--- config.mk ---
export PLATFORM = sky130hd
export DESIGN_NAME = fifoc2cs
export DESIGN_NICKNAME = d
export VERILOG_FILES = /design/src/rtl/fifoc2cs.sv
export SDC_FILE = /design/constraint.sdc
export NUM_CORES = 1
export LEC_CHECK = 0
export BUFFER_PORTS_ARGS = -buffer_cell sky130_fd_sc_hd__buf_4
export CORE_UTILIZATION = 40
export DETAILED_ROUTE_END_ITERATION = 6
export GPL_ROUTABILITY_DRIVEN = 0
export GPL_TIMING_DRIVEN = 0
export PLACE_DENSITY = 0.69
export REMOVE_ABC_BUFFERS = 1
export SETUP_SLACK_MARGIN = 0.05
export SYNTH_ARGS = -nofsm -noshare
export SYNTH_HDL_FRONTEND = slang
export SYNTH_SLANG_ARGS = --single-unit
--- constraint.sdc ---
create_clock -name clk -period 2.1 [get_ports clk]
set_clock_uncertainty 0.05 [all_clocks]
set_input_delay 0.21 -clock clk [delete_from_list [all_inputs] [get_ports clk]]
set_output_delay 0.21 -clock clk [all_outputs]
set_load 0.05 [all_outputs]
--- src/rtl/fifoc2cs.sv ---
// fifoc2cs: drains one command frame from fifoc per fs/fd handshake, validates
// length, header and (optionally) checksum, then commits the nine command bytes.
// Optional feature macro: CMD_CHECKSUM_EN (byte 11 must match the payload sum).
module fifoc2cs #(
  parameter logic [7:0]  HEAD0     = 8'h55,
  parameter logic [7:0]  HEAD1     = 8'hAA,
  parameter int unsigned FRAME_LEN = 12
) (
  input  logic        clk,
  input  logic        rst,
  input  logic        fs,
  output logic        fd,
  input  logic [11:0] data_len,
  output logic        fifoc_rxen,
  input  logic [7:0]  fifoc_rxd,
  output logic [7:0]  cmd_kdev,
  output logic [7:0]  cmd_smpr,
  output logic [7:0]  cmd_filt,
  output logic [7:0]  cmd_mix0,
  output logic [7:0]  cmd_mix1,
  output logic [7:0]  cmd_reg4,
  output logic [7:0]  cmd_reg5,
  output logic [7:0]  cmd_reg6,
  output logic [7:0]  cmd_reg7,
  output logic        cmd_update,
  output logic        err_fifoc2cs
);

  localparam int unsigned LW   = 12;
  localparam int unsigned DW   = 8;
  localparam int unsigned NCMD = 9;

  typedef enum logic [2:0] {S_IDLE, S_READ, S_LAST, S_CHECK, S_DONE} state_e;

  state_e          state_q, state_d;
  logic [LW-1:0]   len_q, len_d;
  logic [LW-1:0]   rd_cnt_q, rd_cnt_d;
  logic [LW-1:0]   idx_q, idx_d;
  logic            rd_valid_q, rd_valid_d;
  logic            hdr_ok_q, hdr_ok_d;
  logic [DW-1:0]   shadow_q [NCMD];
  logic [DW-1:0]   shadow_d [NCMD];
  logic [DW-1:0]   cmd_q [NCMD];
  logic [DW-1:0]   cmd_d [NCMD];
  logic            fd_q, fd_d;
  logic            rxen_q, rxen_d;
  logic            upd_q, upd_d;
  logic            err_q, err_d;
  logic            csum_ok_c;
  logic            frame_ok_c;
`ifdef CMD_CHECKSUM_EN
  logic [DW-1:0]   csum_q, csum_d;
  logic [DW-1:0]   rx_csum_q, rx_csum_d;
`endif

  // Byte capture, frame checks and handshake FSM next-state logic.
  always_comb begin
    state_d    = state_q;
    len_d      = len_q;
    rd_cnt_d   = rd_cnt_q;
    idx_d      = idx_q;
    rd_valid_d = rxen_q;
    hdr_ok_d   = hdr_ok_q;
    shadow_d   = shadow_q;
    cmd_d      = cmd_q;
    upd_d      = 1'b0;
    err_d      = err_q;
`ifdef CMD_CHECKSUM_EN
    csum_d     = csum_q;
    rx_csum_d  = rx_csum_q;
    csum_ok_c  = (rx_csum_q == csum_q);
`else
    csum_ok_c  = 1'b1;
`endif
    frame_ok_c = (len_q == LW'(FRAME_LEN)) && hdr_ok_q && csum_ok_c;

    // fifoc data is valid the cycle after an rxen cycle; bytes past 11 are drained only.
    if (rd_valid_q) begin
      idx_d = idx_q + LW'(1);
      if (idx_q == LW'(0)) begin
        hdr_ok_d = (fifoc_rxd == HEAD0);
      end else if (idx_q == LW'(1)) begin
        hdr_ok_d = hdr_ok_q && (fifoc_rxd == HEAD1);
      end
      for (int i = 0; i < int'(NCMD); i++) begin
        if (idx_q == LW'(i + 2)) begin
          shadow_d[i] = fifoc_rxd;
        end
      end
`ifdef CMD_CHECKSUM_EN
      if ((idx_q >= LW'(2)) && (idx_q <= LW'(10))) begin
        csum_d = csum_q + fifoc_rxd;
      end
      if (idx_q == LW'(11)) begin
        rx_csum_d = fifoc_rxd;
      end
`endif
    end

    case (state_q)
      S_IDLE: begin
        if (fs) begin
          len_d    = data_len;
          rd_cnt_d = '0;
          idx_d    = '0;
          hdr_ok_d = 1'b0;
          err_d    = 1'b0;
`ifdef CMD_CHECKSUM_EN
          csum_d   = '0;
`endif
          state_d  = (data_len == LW'(0)) ? S_CHECK : S_READ;
        end
      end
      S_READ: begin
        rd_cnt_d = rd_cnt_q + LW'(1);
        if (rd_cnt_q == len_q - LW'(1)) begin
          state_d = S_LAST;
        end
      end
      S_LAST: begin
        state_d = S_CHECK;
      end
      S_CHECK: begin
        if (frame_ok_c) begin
          cmd_d = shadow_q;
          upd_d = 1'b1;
        end else begin
          err_d = 1'b1;
        end
        state_d = S_DONE;
      end
      S_DONE: begin
        if (!fs) begin
          state_d = S_IDLE;
        end
      end
      default: begin
        state_d = S_IDLE;
      end
    endcase

    rxen_d = (state_d == S_READ);
    fd_d   = (state_d == S_DONE);
  end

  // State and output registers with synchronous reset.
  always_ff @(posedge clk) begin
    if (rst) begin
      state_q    <= S_IDLE;
      len_q      <= '0;
      rd_cnt_q   <= '0;
      idx_q      <= '0;
      rd_valid_q <= 1'b0;
      hdr_ok_q   <= 1'b0;
      shadow_q   <= '{default: '0};
      cmd_q      <= '{default: '0};
      fd_q       <= 1'b0;
      rxen_q     <= 1'b0;
      upd_q      <= 1'b0;
      err_q      <= 1'b0;
`ifdef CMD_CHECKSUM_EN
      csum_q     <= '0;
      rx_csum_q  <= '0;
`endif
    end else begin
      state_q    <= state_d;
      len_q      <= len_d;
      rd_cnt_q   <= rd_cnt_d;
      idx_q      <= idx_d;
      rd_valid_q <= rd_valid_d;
      hdr_ok_q   <= hdr_ok_d;
      shadow_q   <= shadow_d;
      cmd_q      <= cmd_d;
      fd_q       <= fd_d;
      rxen_q     <= rxen_d;
      upd_q      <= upd_d;
      err_q      <= err_d;
`ifdef CMD_CHECKSUM_EN
      csum_q     <= csum_d;
      rx_csum_q  <= rx_csum_d;
`endif
    end
  end

  assign fd           = fd_q;
  assign fifoc_rxen   = rxen_q;
  assign cmd_update   = upd_q;
  assign err_fifoc2cs = err_q;
  assign cmd_kdev     = cmd_q[0];
  assign cmd_smpr     = cmd_q[1];
  assign cmd_filt     = cmd_q[2];
  assign cmd_mix0     = cmd_q[3];
  assign cmd_mix1     = cmd_q[4];
  assign cmd_reg4     = cmd_q[5];
  assign cmd_reg5     = cmd_q[6];
  assign cmd_reg6     = cmd_q[7];
  assign cmd_reg7     = cmd_q[8];

endmodule

==> reports/results.ini, run 1 <==
[worst_setup_path]
path_max_fanout = 12
slowest_stage = dfxtp_1
end_kind = flop
start_kind = flop
r2r_start = state_q[1]
slowest_delay_ns = 0.52
crit_chain = and3b_1 > and2_4 > and3_4 > buf_12 > buf_16 > nand2_1 > a21oi_2
reg2reg_to = cmd_mix1[2]
ff2ff_path_depth = 7
regToRegSetupSlack_ns = 0.07
crit_type = reg2reg
cp_data_required_time_ns = 2.40
arrival_ns = 2.33

[grt]
antenna_found_initial = 0
use_met1 = 0.274
grt_pass1_vias = 5989
grt_use_met2 = 0.328
grt_max_degree = 130
busiest_layer = met2
gr-total-overflow = 0
globalRouteTotalUtil = 0.207
met3_usage = 0.0521
grt_pass1_wl_um = 31300

[worst_hold_path]
hold_path.startpoint = data_len[2]
hold-path-endpoint = len_q[2]
hold_depth = 3
hold_path.class = in2reg

[synthesis]
avgSynthCellArea_um2 = 8.14
synth_edf_count = 0
synth_ff_type = dfxtp_1
synthDistinctLibCells = 56
syn_area_um2 = 7480
ys_seq_area_frac = 0.506
synth_seq_cells = 189
netlist_instances = 919
synthArstFlopShare = 0
yosysWarnings = 0

[pwr]
powerDensity_nw_per_um2 = 766
pwr-share-clk = 0.439
p_total_mw = 7.36
p_int_mw = 5.63
swShare = 0.235
seq_power_share = 0.497
p_comb_frac = 0.065
vdd_drop_max_mv = 0.542
switching_power_mw = 1.73
p_leak_nw = 3.52

[sta]
rsz0062_at_grt = yes
slew_headroom = 0.579
setup_viol = 0
fmaxAchievable_mhz = 493
setup-tns-final_ns = 0
period_share = 0.967
hold_viol = 0
period_needed_ns = 2.03
drv_slew = 0
worst_pin_slew_ns = 0.628

[detailed_routing]
wl_um = 20600
dr_total_vias = 6735
ant_nets = 0
drc_errors = 24
first_pass_iters = 7
vias_per_cell = 5.38
post_drt_wl_per_cell_um = 16.5
drtIter0Drc = 577

[clock_tree]
numCtsBuffers = 17
clk_latency_ns = 0.43
cts_tree = done
cts_max_path_buffers = 2
cts_sinks = 189
cts_root_buffer = clkbuf_16
htree_levels = 4
cts.clk_slew.worst_paths_ns = 0.07

[floorplan]
fp-row-count = 49
core_area_um2 = 18100
chipWidth_um = 139
start_util = 0.412
die_y_um = 139
io_pins = 99
die-area_um2 = 19300

[final_layout]
nets = 1040
n_antenna_cell = 0
layout-drive-gt1-share = 0.206
area_growth_pct = 28.5

[status]
violations = design-rule violations
status = finished with violations

[placement]
portBuffers = 98
hpwl_um = 11000

[run]
maxCapViolCount = 0

worst max-delay path by stage:
stage                           from            to
after floorplan             len_q[4]  err_fifoc2cs
after global placement      len_q[0]  err_fifoc2cs
after detailed placement    idx_q[6]  shadow_q[48]
after CTS                  idx_q[11]  shadow_q[30]
after global routing        len_q[0]   cmd_mix1[2]
final                     state_q[1]   cmd_mix1[2]
placed cells by master, fill, tap and decap left out, types with 4 or more instances in the layout:
cell type / count
nor3_1: 4
inv_1: 6
nor4_1: 4
o21ai_0: 4
nor4_4: 4
nand2_1: 236
mux2i_1: 25
xnor2_1: 10
dlygate4sd3_1: 9
nand4_1: 6
a21oi_1: 144
clkbuf_16: 18
xor2_1: 15
and3_1: 5
buf_4: 117
dfxtp_1: 182
nor2_1: 58
nand2_2: 6
nand3_1: 55
buf_12: 5
dfxtp_2: 6
nand3_4: 4
per-stage QoR:
stage | hold slack [ns] | cells | area (um^2) | worst slack [ns] | util
3_3_place_gp | 0.388 | 1176 | 8240 | -2.05 | 0.454
3_5_place_dp | 0.394 | 1180 | 8340 | -1.04 | 0.459
6_report | 0.0247 | 1252 | 9620 | 0.0701 | 0.530
5_1_grt | 0.0107 | 1252 | 9620 | -0.00753 | 0.530
4_1_cts | 0.00998 | 1244 | 9400 | 0.0428 | 0.518
2_1_floorplan | 0.229 | 849 | 7220 | -0.734 | -
per-layer routing:
layer  share of wire  routed length, um  up-vias
met5               0                  0        -
met4           0.017                345        0
met3           0.085               1750       27
met2            0.46               9530      259
met1            0.44               9020     3146
li1                -                  -     3303
Yosys cell counts, types with 2 or more instances:
master / number / area share
nor2_1: 59 / 0.030
a211oi_1: 3 / 0.0030
xnor2_1: 10 / 0.012
nand3_1: 56 / 0.037
and4_1: 3 / 0.0035
a22oi_1: 2 / 0.0020
or3_1: 2 / 0.0017
a21oi_1: 146 / 0.098
nand4_1: 6 / 0.0050
nor4bb_1: 3 / 0.0040
nand2_1: 243 / 0.12
o21ai_0: 4 / 0.0027
mux2_1: 2 / 0.0030
or4_1: 5 / 0.0050
nand3b_1: 3 / 0.0030
a41oi_1: 3 / 0.0035
inv_1: 7 / 0.0035
nor4_1: 8 / 0.0067
mux2i_1: 25 / 0.033
xor2_1: 15 / 0.018
and3_1: 7 / 0.0059
nor3_1: 6 / 0.0040
nor2b_1: 3 / 0.0025
nor4b_1: 2 / 0.0023
buf_1: 2 / 0.0010
buf_2: 4 / 0.0027
dfxtp_1: 189 / 0.51
o21ai_1: 2 / 0.0013
nor3b_1: 4 / 0.0040
clkbuf_1: 64 / 0.032
ha_1: 6 / 0.010
what timing repair did:
item,4_1_cts,5_1_grt
buffers inserted,19,6
hold endpoints to repair,9,0
pin swaps,10,8
cloned,5,2
endpoints found under the setup margin,170,152
gates resized for setup,27,34
hold buffers,9,0
state kept, by name, summed over array words and instances, names as in the netlist, 12 cells and up:
signal / flops
len_q: 12
shadow_q: 72
idx_q: 12
rd_cnt_q: 12
logic make-up after synthesis:
| kind of cell | Yosys count | share of synthesized area |
|---|---|---|
| simple gates | 422 | 0.254 |
| flops | 189 | 0.506 |
| compound gates | 172 | 0.124 |
| buf+inv | 77 | 0.0393 |
| mux | 28 | 0.0380 |
| xor+xnor | 25 | 0.0293 |
| fa+ha+maj | 6 | 0.0100 |
power groups by stage:
stage / sequential [mW] / combinational (mW) / clock (mW)
floorplan: 3.73 / 0.194 / 0
global placement: 3.73 / 0.373 / 0
detailed placement: 3.73 / 0.389 / 0
CTS: 3.65 / 0.444 / 3.28
global route: 3.66 / 0.513 / 3.43
finish: 3.66 / 0.477 / 3.23
area by class of cell:
cell class	count	area (um^2)
Timing Repair Buffer	138	1210
Inverter	7	26.3
Sequential cell	189	3790
Clock buffer	21	460
Multi-Input combinational cell	658	3700
Clock inverter	10	129
Fill cell	1668	8530
Tap cell	229	287
critical path: cells and delay by family, from the launching register on:
kind | cells | cell delay [ns]
DFF | 1 | 0.52
AOI/OAI and AO/OA | 1 | 0.18
and+or+nand+nor | 4 | 0.91
buffers and inverters | 2 | 0.29
No activity file was read; power rests on OpenSTA's default activity.
==> inputs of run 2 (changes only) <==
--- a/config.mk
+++ b/config.mk
@@ -10,7 +10,7 @@
 export DETAILED_ROUTE_END_ITERATION = 6
 export GPL_ROUTABILITY_DRIVEN = 0
 export GPL_TIMING_DRIVEN = 0
-export PLACE_DENSITY = 0.69
+export PLACE_DENSITY = 0.67
 export REMOVE_ABC_BUFFERS = 1
 export SETUP_SLACK_MARGIN = 0.05
 export SYNTH_ARGS = -nofsm -noshare
==> constraint.sdc (replaced) <==
create_clock -name clk -period 2.5 [get_ports clk]
set_clock_uncertainty 0.05 [all_clocks]
set_input_delay 0.25 -clock clk [delete_from_list [all_inputs] [get_ports clk]]
set_output_delay 0.25 -clock clk [all_outputs]
set_load 0.05 [all_outputs]
==> reports/results.ini, run 2 (synthesis results as in run 1) <==
[status]
status = finished with violations
violations = design-rule violations

[final_layout]
layout-drive-gt1-share = 0.164
largest_reg_flops = 72
final_cells = 1229
fin_util = 0.502
area_growth_pct = 21.7
regMostFlops = shadow_q
n_antenna_cell = 0
multi_input_area_um2 = 3530
stdcell_area_um2 = 9110
regArea_um2 = 3780
nets = 1016
nFillCells = 1743
final_common_cell = nand2_1
layout_common_cells = nand2_1 (242), dfxtp_1 (189), a21oi_1 (146), buf_4 (111), nor2_1 (58)

[clock_tree]
htree_levels = 4
cts.clk_slew.worst_paths_ns = 0.07
cts_max_path_buffers = 2
cts_root_buffer = clkbuf_16
numCtsBuffers = 17
cts_tree = done
clk_latency_ns = 0.43
hold_buffers = 0
cts_sinks = 189

[worst_hold_path]
hold_depth = 3
hold_path.class = in2reg

[floorplan]
fp-row-count = 49
die_y_um = 139
start_util = 0.412
chipWidth_um = 139
die-area_um2 = 19300
core_area_um2 = 18100
io_pins = 99

[sta]
slew_headroom = 0.340
worst_pin_slew_ns = 0.988
rsz0062_at_grt = no
period_share = 0.933
setup_viol = 0
hold_viol = 0
period_needed_ns = 2.33
drv_slew = 0
setup-tns-final_ns = 0
fmaxAchievable_mhz = 429

[run]
maxCapViolCount = 0

[worst_setup_path]
start_kind = flop
crit_type = reg2reg
arrival_ns = 2.59
end_kind = flop
ff2ff_path_depth = 5
cp_data_required_time_ns = 2.76
path_max_fanout = 8

[grt]
antenna_found_initial = 0
grt_max_degree = 92
globalRouteTotalUtil = 0.200
grt_pass1_wl_um = 30400
grt_pass1_vias = 5880
gr-total-overflow = 0

[detailed_routing]
vias_per_cell = 5.27
drc_errors = 18
drtIter0Drc = 413
ant_nets = 0
post_drt_wl_per_cell_um = 15.7
wl_um = 19200
first_pass_iters = 7
dr_total_vias = 6475

[placement]
dp_cells = 1180
placed_area_um2 = 8340
hpwl_um = 10900
portBuffers = 98

[pwr]
p_leak_nw = 3.31
powerDensity_nw_per_um2 = 664
p_int_mw = 4.49
switching_power_mw = 1.56
swShare = 0.257
vdd_drop_max_mv = 0.474
p_comb_frac = 0.059
pwr-share-clk = 0.434
seq_power_share = 0.507

==> run 2: changes by cell type in the layout (fill, tap and decap cells not counted), moves of 4 or more <==
cell / before / now
dfxtp_1: 182 / 189
ha_1: 2 / 6
nand2_2: 6 / 1
buf_4: 117 / 111
buf_12: 5 / 1
nand2_1: 236 / 242
dfxtp_2: 6 / 0
dlygate4sd3_1: 9 / 0
==> run 2: power by group through the flow <==
stage                     Clock (mW)  Sequential [mW]  Combinational, mW
after floorplan                    0             3.13              0.163
after global placement             0             3.13              0.314
after detailed placement           0             3.13              0.326
after CTS                       2.67             3.07              0.339
after global routing            2.80             3.07              0.387
final                           2.62             3.07              0.356
==> run 2: stage by stage <==
step / total power, mW / hold WS (ns) / setup WS, ns
after global routing: 6.26 / 0.00390 / 0.0554
final: 6.05 / 0.0168 / 0.168
after global placement: 3.45 / 0.390 / -1.71
after CTS: 6.08 / 0.00952 / 0.0510
after floorplan: 3.29 / 0.269 / -0.334
after detailed placement: 3.46 / 0.394 / -0.674
==> run 2: final timing paths <==
kind / startpoint / endpoint / slack (ns)
setup / recovery: idx_q[6] / shadow_q[67] / 0.17
hold / removal: data_len[9] / len_q[9] / 0.02
setup reg to reg: idx_q[6] / shadow_q[67] / 0.17
hold reg to reg: shadow_q[2] / cmd_reg7[2] / 0.40
==> run 2: layout make-up <==
cell class / instances / share of cell area
Multi-Input combinational cell: 657 / 0.387
Clock buffer: 18 / 0.0471
Tap cell: 229 / 0.0315
Inverter: 7 / 0.00288
Clock inverter: 14 / 0.0165
Sequential cell: 189 / 0.415
Timing Repair Buffer: 115 / 0.0996
==> run 2: critical path: stages (launching register included) <==
cell and delay, ns:
dfxtp_1 0.35, or4_1 0.76, nor4b_2 0.47, nand2_2 0.28
mux2i_1 0.24, nor2_1 0.06
==> run 2: per-layer routing <==
metal / wire [um] / share of wire / global-route usage
met2: 8710 / 0.45 / 0.313
met5: 0 / 0 / 0
met3: 1120 / 0.058 / 0.0528
met1: 9080 / 0.47 / 0.265
met4: 332 / 0.017 / 0.0719
==> run 2: what timing repair did <==
action | in CTS | in global routing
hold endpoints to repair | 0 | 0
cloned | 3 | 1
pin swaps | 5 | 4
setup endpoints to repair | 97 | 50
resized for setup | 8 | 4
setup buffers | 4 | 9
